**config.mk**
```make
export PLATFORM = sky130hd
export DESIGN_NAME = kyber_coef_reader
export DESIGN_NICKNAME = d
export VERILOG_FILES = /design/src/rtl/kyber_coef_reader.sv
export SDC_FILE = /design/constraint.sdc
export NUM_CORES = 1
export LEC_CHECK = 0
export CELL_PAD_IN_SITES_DETAIL_PLACEMENT = 1
export CELL_PAD_IN_SITES_GLOBAL_PLACEMENT = 1
export CORE_MARGIN = 5
export CORE_UTILIZATION = 47
export CTS_CLUSTER_DIAMETER = 40
export DETAILED_ROUTE_END_ITERATION = 8
export PLACE_DENSITY = 0.83
export SETUP_SLACK_MARGIN = 0.05
export SLEW_MARGIN = 10
export SYNTH_ARGS = -nofsm -noshare
export SYNTH_HDL_FRONTEND = slang
export SYNTH_SLANG_ARGS = --single-unit
```
**constraint.sdc**
```tcl
create_clock -name clkb -period 12.6 [get_ports clkb]
set_clock_uncertainty 0.1 [all_clocks]
set_input_delay 1.89 -clock clkb [delete_from_list [all_inputs] [get_ports clkb]]
set_output_delay 1.89 -clock clkb [all_outputs]
set_load 0.05 [all_outputs]
```
**src/rtl/kyber_coef_reader.sv**
```systemverilog
// Read sequencer for the 128x48 coefficient RAM: issues port-B reads and unpacks words into 12-bit lanes.
// Optional macro KYBER_COEF_REDUCE_EN applies a single conditional subtraction of q=3329 to each output lane.
module kyber_coef_reader #(
  parameter int ADDR_W = 7,
  parameter int DATA_W = 48,
  parameter int COEF_W = 12
) (
  input  logic              clkb,
  input  logic              resetb,
  input  logic              start,
  input  logic [ADDR_W-1:0] base_addr,
  input  logic [ADDR_W:0]   num_words,
  output logic              busy,
  output logic              done,
  output logic              ram_ceb,
  output logic              ram_oce,
  output logic [ADDR_W-1:0] ram_adb,
  input  logic [DATA_W-1:0] ram_dout,
  output logic [COEF_W-1:0] coef_data,
  output logic              coef_valid,
  input  logic              coef_ready,
  output logic              coef_last
);

  localparam int COEFS  = DATA_W / COEF_W;
  localparam int LANE_W = $clog2(COEFS);
  localparam logic [LANE_W-1:0] LAST_LANE = LANE_W'(COEFS - 1);

  typedef enum logic [1:0] {IDLE, RUN, FIN} state_t;

  state_t             state, state_nxt;
  logic [ADDR_W:0]    num_q, issued, popped;
  logic               inflight;
  logic [DATA_W-1:0]  fifo_mem [2];
  logic               wr_ptr, rd_ptr;
  logic [1:0]         fifo_count;
  logic [LANE_W-1:0]  lane;
  logic               fetch, hs, pop, last_word;
  logic [COEF_W-1:0]  lane_raw, lane_out;

  assign ram_oce = 1'b1;

  always_comb begin
    state_nxt  = state;
    busy       = (state != IDLE);
    done       = (state == FIN);
    // Outstanding words (buffered + in flight) may never exceed the 2-deep FIFO.
    fetch      = (state == RUN) && (issued < num_q) &&
                 (({1'b0, fifo_count} + 3'(inflight)) < 3'd2);
    ram_ceb    = fetch;
    coef_valid = (fifo_count != 2'd0);
    hs         = coef_valid && coef_ready;
    pop        = hs && (lane == LAST_LANE);
    last_word  = (popped == num_q - 1'b1);
    coef_last  = coef_valid && (lane == LAST_LANE) && last_word;
    lane_raw   = fifo_mem[rd_ptr][lane*COEF_W +: COEF_W];
`ifdef KYBER_COEF_REDUCE_EN
    lane_out   = (lane_raw >= COEF_W'(3329)) ? lane_raw - COEF_W'(3329) : lane_raw;
`else
    lane_out   = lane_raw;
`endif
    coef_data  = coef_valid ? lane_out : '0;
    case (state)
      IDLE: if (start) state_nxt = (num_words == '0) ? FIN : RUN;
      RUN:  if (hs && coef_last) state_nxt = FIN;
      FIN:  state_nxt = IDLE;
      default: state_nxt = IDLE;
    endcase
  end

  always_ff @(posedge clkb) begin
    if (resetb) begin
      state      <= IDLE;
      num_q      <= '0;
      issued     <= '0;
      popped     <= '0;
      inflight   <= 1'b0;
      wr_ptr     <= 1'b0;
      rd_ptr     <= 1'b0;
      fifo_count <= '0;
      lane       <= '0;
      ram_adb    <= '0;
    end else begin
      state    <= state_nxt;
      inflight <= fetch;
      if (state == IDLE && start) begin
        num_q   <= num_words;
        ram_adb <= base_addr;
        issued  <= '0;
        popped  <= '0;
        lane    <= '0;
      end
      if (fetch) begin
        ram_adb <= ram_adb + 1'b1;
        issued  <= issued + 1'b1;
      end
      if (inflight) wr_ptr <= ~wr_ptr;
      if (hs) lane <= lane + 1'b1;
      if (pop) begin
        rd_ptr <= ~rd_ptr;
        popped <= popped + 1'b1;
      end
      case ({inflight, pop})
        2'b10:   fifo_count <= fifo_count + 2'd1;
        2'b01:   fifo_count <= fifo_count - 2'd1;
        default: fifo_count <= fifo_count;
      endcase
    end
  end

  // Read data lands one cycle after the issue, so the in-flight flag is the write strobe.
  always_ff @(posedge clkb) begin
    if (!resetb && inflight) fifo_mem[wr_ptr] <= ram_dout;
  end

endmodule

```
# == After elaboration in Yosys (flattened, before gate mapping) ==
# Memory sizes are Yosys's and may differ from the RTL's. A register that Yosys moved wholly into a read port is not among the register bits.
# Index checks and enable logic that the tools add are counted.
# W data, S select, Z words.
# word_totals
regBits,40
latchBits,0
mem_bits_rw,96
mem_bits_ro,0
input_bits,67
out_inout_bits,25
wordCells,69
mem_count,1
# op_classes
n_addsub,8
mul,1
div,0
n_lt_le_gt_ge,2
eq_ne,8
n_shift,1
mux,17
bitwise,2
reduce_logical,19
# memory_table
name,depth,width,rd,rd_clocked_by_memory_dff,wr,line,rtl
fifo_mem,2,48,1,1,1,34,logic [DATA_W-1:0] fifo_mem [2];
# op_table
operator,n
$shiftx A48 B7 Y12,1
$mux W8,3
$add A8 B1 Y8 const B,2
$mux W7,2
$mux W12,1
$reduce_bool A2 Y1,6
$mux W2,5
$logic_and A1 B1 Y1,9
$eq A8 B8 Y1,1
$logic_not A8 Y1,1
$lt A8 B8 Y1,1
$pmux W2 S2,2
$sub A8 B1 Y8 const B,1
$add A7 B1 Y7 const B,1
$eq A2 B2 Y1 const B,3
$add A2 B1 Y2 const B,2
$eq A2 B1 Y1 const B,2
$mul A2 B2 Y4 const B,1
$mux W1,4
$add A2 B1 Y3,1
$lt A3 B2 Y1 const B,1
$logic_not A2 Y1,1
$ne A2 B1 Y1 const B,1
$ne A2 B2 Y1 const B,1
4 further kinds,5

# == Logic depth before layout (Yosys ltp) ==
# logic_depth
ltp_word,6
ltp_mapped,10
mapped_depth_nobuf,9

# == Worst setup path after synthesis ==
# Ideal clock, no wire load.
# synth_path
path_kind,input port to flip-flop
startpoint,input resetb
endpoint,"memory fifo_mem[0][0], enable pin"
setup_ns,0.513
t_arrival_ns,5.556
required_time_ns,11.987
slack_ns,6.431
stages,3
path_buffers,2
path_cell_list,clkbuf_1 > clkbuf_1 > nor3_1
# synth_between
elab_chain_cells,4
# synth_lines
element,line,rtl
"start, declared",9,"input logic resetb,"
$logic_not A1 Y1,113,if (!resetb && inflight) fifo_mem[wr_ptr] <= ram_dout;
$logic_and A1 B1 Y1,113,
$mux W1,113,
$mux W1 (implied by the code),113,
"end, declared",34,
# Every way passes these cells.

# == Worst setup path in the final report ==
# layout_path
startpoint,register num_q[1]
endpoint,output ram_ceb
# layout_between
elab_chain_cells,3
# layout_lines
element,line,rtl
"start, declared",32,"logic [ADDR_W:0] num_q, issued, popped;"
"start signal, assigned",87,num_q <= num_words;
$lt A8 B8 Y1,48,fetch = (state == RUN) && (issued < num_q) &&
$logic_and A1 B1 Y1 (2 in a row),48,
"end, declared",15,"output logic ram_ceb,"
# Every way passes these cells.

==> results.md <==
- Status: complete, no violations
- Num rows: 41
- Slew @ Worst Pin: 1.153 ns
- Clock power share: around 39%
- Flops & latches, synth: 137
- Gr usage total: 21.66%
- Top cell type's share of synthesized area: ~48%
- Area growth syn-to-layout: 27.38%
- CTS tree: built
- Share of layout cells above drive strength 1: between 10% and 20%
- Die area: 15100 um2
- DR DRC count: 0
- Ys flop type: edfxtp_1
- Synthesized net count: roughly 540
- Final setup violation count: 0
- Min Tclk post-route: 5.357 ns
- Crit share post-route: about 43%
- Worst-path clk slew: approximately 0.060 ns
- Top delay family on crit path: buffers and inverters
- FFs w/ async S/R, synth: 0%
- Worst-path fanout max: 17
- Placed insts: 701
- Final hold vios: 0
- Reg power frac: between 40% and 50%
- Post-CTS Hold Buffers: 0
- Layout net count: 628
- Initial core utilization: 47.67%
- CP max-delay cell: o311ai_2
- Antenna Diode Count: 0
- Via count: 4144
- Post-route insts no fill: 733
- Cell Pwr Density: ~170 nW/um2
- Largest stage delay, worst path: 0.85 ns
- Routed len/inst: 20.73 um
- Die height: 122.9 um
- Power Total: 1.286 mW
- Routed WL: 15200 um
- First-pass GRT wire length: 24280 um
- Routability Congestion: 0.8840
- First-pass DRT Iterations: 5
- Synthesized area per cell: between 10 and 15 um2
- Port Buf Inserts: 90
- Post_cts resized: 0
- Switching power: about 0.38 mW
- Root Buffer: clkbuf_16
- Critical-path cell list: inv_1 > ha_1 > a21o_1 > a211oi_1 > o311ai_2 > inv_2 > clkdlybuf4s50_1
- Vias per cell: 5.653
- Setup_tns: 0 ns
- Detailed Route Iter0 Violations: 260
- CP endpoint kind: primary output
- Htree depth: 4
- # Post-CTS Setup Buffers: 0
- Max-slew violations: 0
- CP bufs+invs: 3
- Post-Syn Area: 5991 um2
- HP Class: reg2reg
- Die X: 122.9 um
- Arr. time, crit path: 3.37 ns
- Total gr overflow: 0
- Pin count of the biggest net entering global routing: between 40 and 50
- RSZ-0062 raised after global routing: no
- Worst VDD drop: approximately 0.000093 V
- Area post-placement: around 7000 um2
- Later-pin clock latency in the skew report: 0.41 ns
- Sw frac: between 20% and 30%
- Combinational share of power: 19.7%
- Routed Antenna Nets: 0
- EDFF count, synth: 96
- Static leakage power: 2.550 nW
- Ys Warns: 0
- Clk sinks: around 140
- Internal: 0.9033 mW
- Finished Cell Area: 7631 um2
- Fmax: around 190 MHz
- # IOs: 92
- Setup Crit Path Kind: reg2out
- Cell count after synthesis: 461
- Worst Path Required: 10.61 ns
- Antenna violations before repair: 0
- Top cells by area, synth: edfxtp_1, dfxtp_1, mux4_2
- Cell taking the most area after synthesis: edfxtp_1
- Floorplan core area: 12570 um2
- Num CTS Buffers: 17
- Clk buf depth: 2
- Maxcap violations: 0
- Hpwl dp: 10100 um
- Seq/Total Area, Yosys: 61.82%
- Rel. slew slack: between 20 and 25%
- Yosys cell types: 51
- Setup crit start kind: flop
- Vias in the first global route: 4549
## final cells by class
class                   count  area [um2]
well taps                 172       215.2
repair buffers             94       930.9
inverters                  14       52.55
clock buffers              18       429.2
fillers                  1235        4937
multi-input cells         284        2135
clock inverters            14       163.9
flip-flops and latches    137        3705
## worst min-delay path, cell delays in order (launching register included)
cell and delay, ns:
dfxtp_1 0.33, nand2_1 0.08, o21ai_1 0.05
## flip-flops by register name, summed over array words and instances, names as in the netlist, named ones only
signal      flops
fifo_count      2
fifo_mem       96
inflight        1
issued          8
lane            2
num_q           8
popped          8
ram_adb         7
rd_ptr          1
state           2
wr_ptr          1
## routing by layer
metal | track usage [%] | wire length, um
met1 | 25.34 | 6026
met2 | 37.96 | 8006
met3 | 6.450 | 904
met4 | 7.488 | 260
met5 | 0 | 0
## placed cells by master (no fill, tap or decap), drive strengths merged, types with 4 or more instances in the layout
cell	instances
edfxtp	96
clkdlybuf4s50	90
nor2	46
dfxtp	41
nand2	39
mux4	24
o21ai	23
a21oi	20
nand3	20
inv	19
clkbuf	18
ha	13
mux2i	12
and3	9
xnor2	8
nor3	7
xor2	6
nand2b	5
nor4	5
nor3b	5
clkinvlp	5
a311oi	4
buf	4
## through the flow
stage                     hold slack, ns  setup WS, ns  utilization, %
after floorplan                   0.3581         6.431               -
after global placement            0.3845         7.769           56.00
after detailed placement          0.3925         7.723           56.00
after CTS                         0.4069         7.209           60.72
after global routing              0.4406         6.980           60.72
final                             0.4030         7.243           60.72
## power groups by stage
stage / combinational (mW) / sequential, mW / clock [mW]
2_1_floorplan: 0.144 / 0.558 / 0
3_3_place_gp: 0.244 / 0.542 / 0
3_5_place_dp: 0.251 / 0.545 / 0
4_1_cts: 0.255 / 0.537 / 0.503
5_1_grt: 0.271 / 0.540 / 0.530
6_report: 0.253 / 0.537 / 0.496
## cells by family after synthesis
group / share of synthesized area [%]
and+or+nand+nor: 11.95
DFF: 61.82
AOI/OAI and AO/OA: 7.603
buffers and inverters: 2.652
muxes: 11.03
xor gates and xnor gates: 2.172
adders and majority gates: 2.715
other: 0.06260
## cell usage after synthesis, types with 2 or more instances
master and count:
a2111oi_1 2, a211oi_1 2, a21oi_1 20, a311oi_1 4
a31oi_1 3, a32oi_1 2, a41oi_1 2, and3_1 9
buf_1 3, buf_2 4, clkbuf_1 18, dfxtp_1 41
edfxtp_1 96, ha_1 13, inv_1 11, inv_2 3
mux2i_1 12, mux4_2 24, nand2_1 39, nand2b_1 5
nand3_1 20, nand3b_1 2, nand4_1 3, nor2_1 46
nor2b_1 3, nor3_1 7, nor3b_1 5, nor4_1 5
o21ai_0 9, o21ai_1 14, o311ai_1 2, or4b_1 2
xnor2_1 8, xor2_1 5
## worst paths after layout
path | startpoint | to | slack, ns | cells after the start
worst max-delay path | num_q[1]$_SDFFE_PP0P_ | ram_ceb | 7.24 | 7
worst min-delay path | issued[7]$_SDFFE_PP0P_ | issued[7]$_SDFFE_PP0P_ | 0.40 | 2
worst max register to register | lane[1]$_SDFFE_PP0P_ | fifo_count[1]$_SDFFE_PP0P_ | 9.77 | 7
worst min register to register | issued[7]$_SDFFE_PP0P_ | issued[7]$_SDFFE_PP0P_ | 0.40 | 2
No activity file was read; power rests on OpenSTA's default activity.
==> RTL edit, RTL diff (config.mk and constraints unchanged) <==
`ADDR_W`: 7 -> 8.
--- a/src/rtl/kyber_coef_reader.sv
+++ b/src/rtl/kyber_coef_reader.sv
@@ -1,7 +1,7 @@
 // Read sequencer for the 128x48 coefficient RAM: issues port-B reads and unpacks words into 12-bit lanes.
 // Optional macro KYBER_COEF_REDUCE_EN applies a single conditional subtraction of q=3329 to each output lane.
 module kyber_coef_reader #(
-  parameter int ADDR_W = 7,
+  parameter int ADDR_W = 8,
   parameter int DATA_W = 48,
   parameter int COEF_W = 12
 ) (
Ports: changed (resized base_addr, num_words and ram_adb); port bits go from 92 to 95. The function was not compared with the original's and may differ.
==> RTL edit against the original RTL <==
Wire length is 0.31% higher; utilization grew 0.49 points; first-iteration DRC count increased by 5.4%; final area up 2.5%; critical endpoint unchanged; die area rose by 2.9%; highest routed layer unchanged; worst setup slack lost 0.19 ns; synthesized cell count up 2.8%; area after synthesis grew 3.1%; sequential cell count grew 4; sequential share of layout area down 0.14 points.
Power is not compared: it rests on default switching activity, and its combinational part moved more than twofold at a synthesized area within 25%.
==> RTL edit: results (changes against the original RTL) <==
----------------------------------------------------
[Outcome]
  Run status ... complete, no violations

[Finish]
  Final non-filler cell total ... 752 (+2.6%)
  Fraction of final layout cells with drive strength greater than 1 ... 0.131 (+0.00804)
  Register containing the most flip-flops in the final layout ... fifo_mem
  Final net count ... 650 (+3.5%)

[Detailed routing]
  Count of TritonRoute iterations in the first routing pass ... 4 (-1)
  Number of violations reported at the end of detailed-routing iteration 0 ... 274 (+5.4%)
  Routed len/inst ... 20.3 microns (-2.2%)

[Critical path]
  Worst EP arrival ... 3.56 ns (+0.19 ns)
  Peak fanout along the critical path ... 19 (+2)
  Max incr delay on CP ... 0.87 ns (+0.02 ns)
  Cell with the largest stage delay on the worst path ... clkdlybuf4s50_1

[Timing]
  Max transition margin ... 0.281 (+0.0492)

[Placement]
  Count of input and output buffers ... 93 (+3.3%)
  Pre-CTS WS ... 7.50 ns (-0.223 ns)
  Half-perimeter wire length of the detailed placement result ... 10.5 mm (+4.2%)
  Inst Count DP ... 720 (+2.7%)
  Routability cong. ... 0.851 (-3.7%)
  Area after detailed placement ... 0.00725 sq mm (+3.1%)

[Synth]
  Post-synthesis share of cell area spent on full adders, half adders and majority gates ... 0.0284 (+0.00121)
  Sequential area share after synthesis ... 0.613 (-0.00569)
  Area share of xor/xnor cells in the synthesized design ... 0.0184 (-0.00329)
  Synth unique cells ... 56 (+9.8%)
  Area fraction in compound gates after synthesis ... 0.0766 (+0.000541)
  Share of synthesized area spent on multiplexers ... 0.116 (+0.00558)
  Count of mapped cells out of synthesis ... 474 (+2.8%)
  Number of nets in the synthesized netlist ... 557 (+3.0%)
  Cell types occupying the most area after synthesis ... edfxtp_1, dfxtp_1, mux4_2

[Global route]
  Overall track demand over capacity in global routing ... 0.201 (-0.0160)
  Global-route wire length before repair ... 24.4 mm (+0.68%)
  Via count of the first global-routing pass ... 4606 (+1.3%)

[Power]
  Share of total power consumed by net switching ... 0.248

[Clocking]
  Clk buf depth ... 2 (unchanged)

----------------------------------------------------
==> RTL edit: stage by stage <==
step                hold WS (ns)   util
floorplan                  0.349      -
finish                     0.382  0.612
global placement           0.365  0.568
detailed placement         0.374  0.568
CTS                        0.383  0.612
global route               0.400  0.612
==> RTL edit: layout make-up <==
type	instances	area [sq um]
well taps	172	215
multi-input cells	291	2220
inverters	19	71.3
clock inverters	14	135
repair buffers	97	961
clock buffers	18	429
flip-flops and latches	141	3780
fillers	1216	4950
==> RTL edit: cells by family (layout without fill, tap and decap cells) <==
| kind of cell | after synthesis | in the layout |
|---|---|---|
| XOR/XNOR | 13 | 13 |
| buffers and inverters | 42 | 148 |
| flip-flops | 141 | 141 |
| adder cells (fa/ha/maj) | 14 | 14 |
| AO/OA/AOI/OAI | 72 | 72 |
| multiplexers | 41 | 41 |
| other | 1 | 1 |
| AND/OR/NAND/NOR | 150 | 150 |
==> RTL edit: metal layers <==
layer / vias up / share of wire / track usage
met1: 2098 / 0.43 / 0.247
met3: 9 / 0.048 / 0.0622
li1: 1974 / - / -
met5: - / 0 / 0
met2: 103 / 0.52 / 0.348
met4: 0 / 0.0086 / 0.0426
==> RTL edit: power by group through the flow <==
stage	Sequential, uW	Clock, uW	Combinational [uW]
floorplan	528	0	58.8
global placement	521	0	110
detailed placement	523	0	113
CTS	513	482	115
global route	514	509	123
finish	513	475	114
==> RTL edit: worst reg2reg max path, cell delays in order, from the launching register on <==
cell and delay, ns:
dfxtp_1 0.43, inv_1 0.13, ha_1 0.32, and4_2 0.22, nand3_1 0.10, o21ai_2 0.33, or2_4 0.28, clkinv_1 0.47
a32oi_1 0.41, a21oi_1 0.09
==> RTL edit: path summary, 6_finish.rpt <==
kind	start	cells past startpoint	end	slack (ns)
max	num_q[6]	8	ram_ceb	7.05
min reg2reg	num_q[1]	2	num_q[1]	0.38
max reg2reg	num_q[6]	9	ram_adb[3]	9.61
min	num_q[1]	2	num_q[1]	0.38
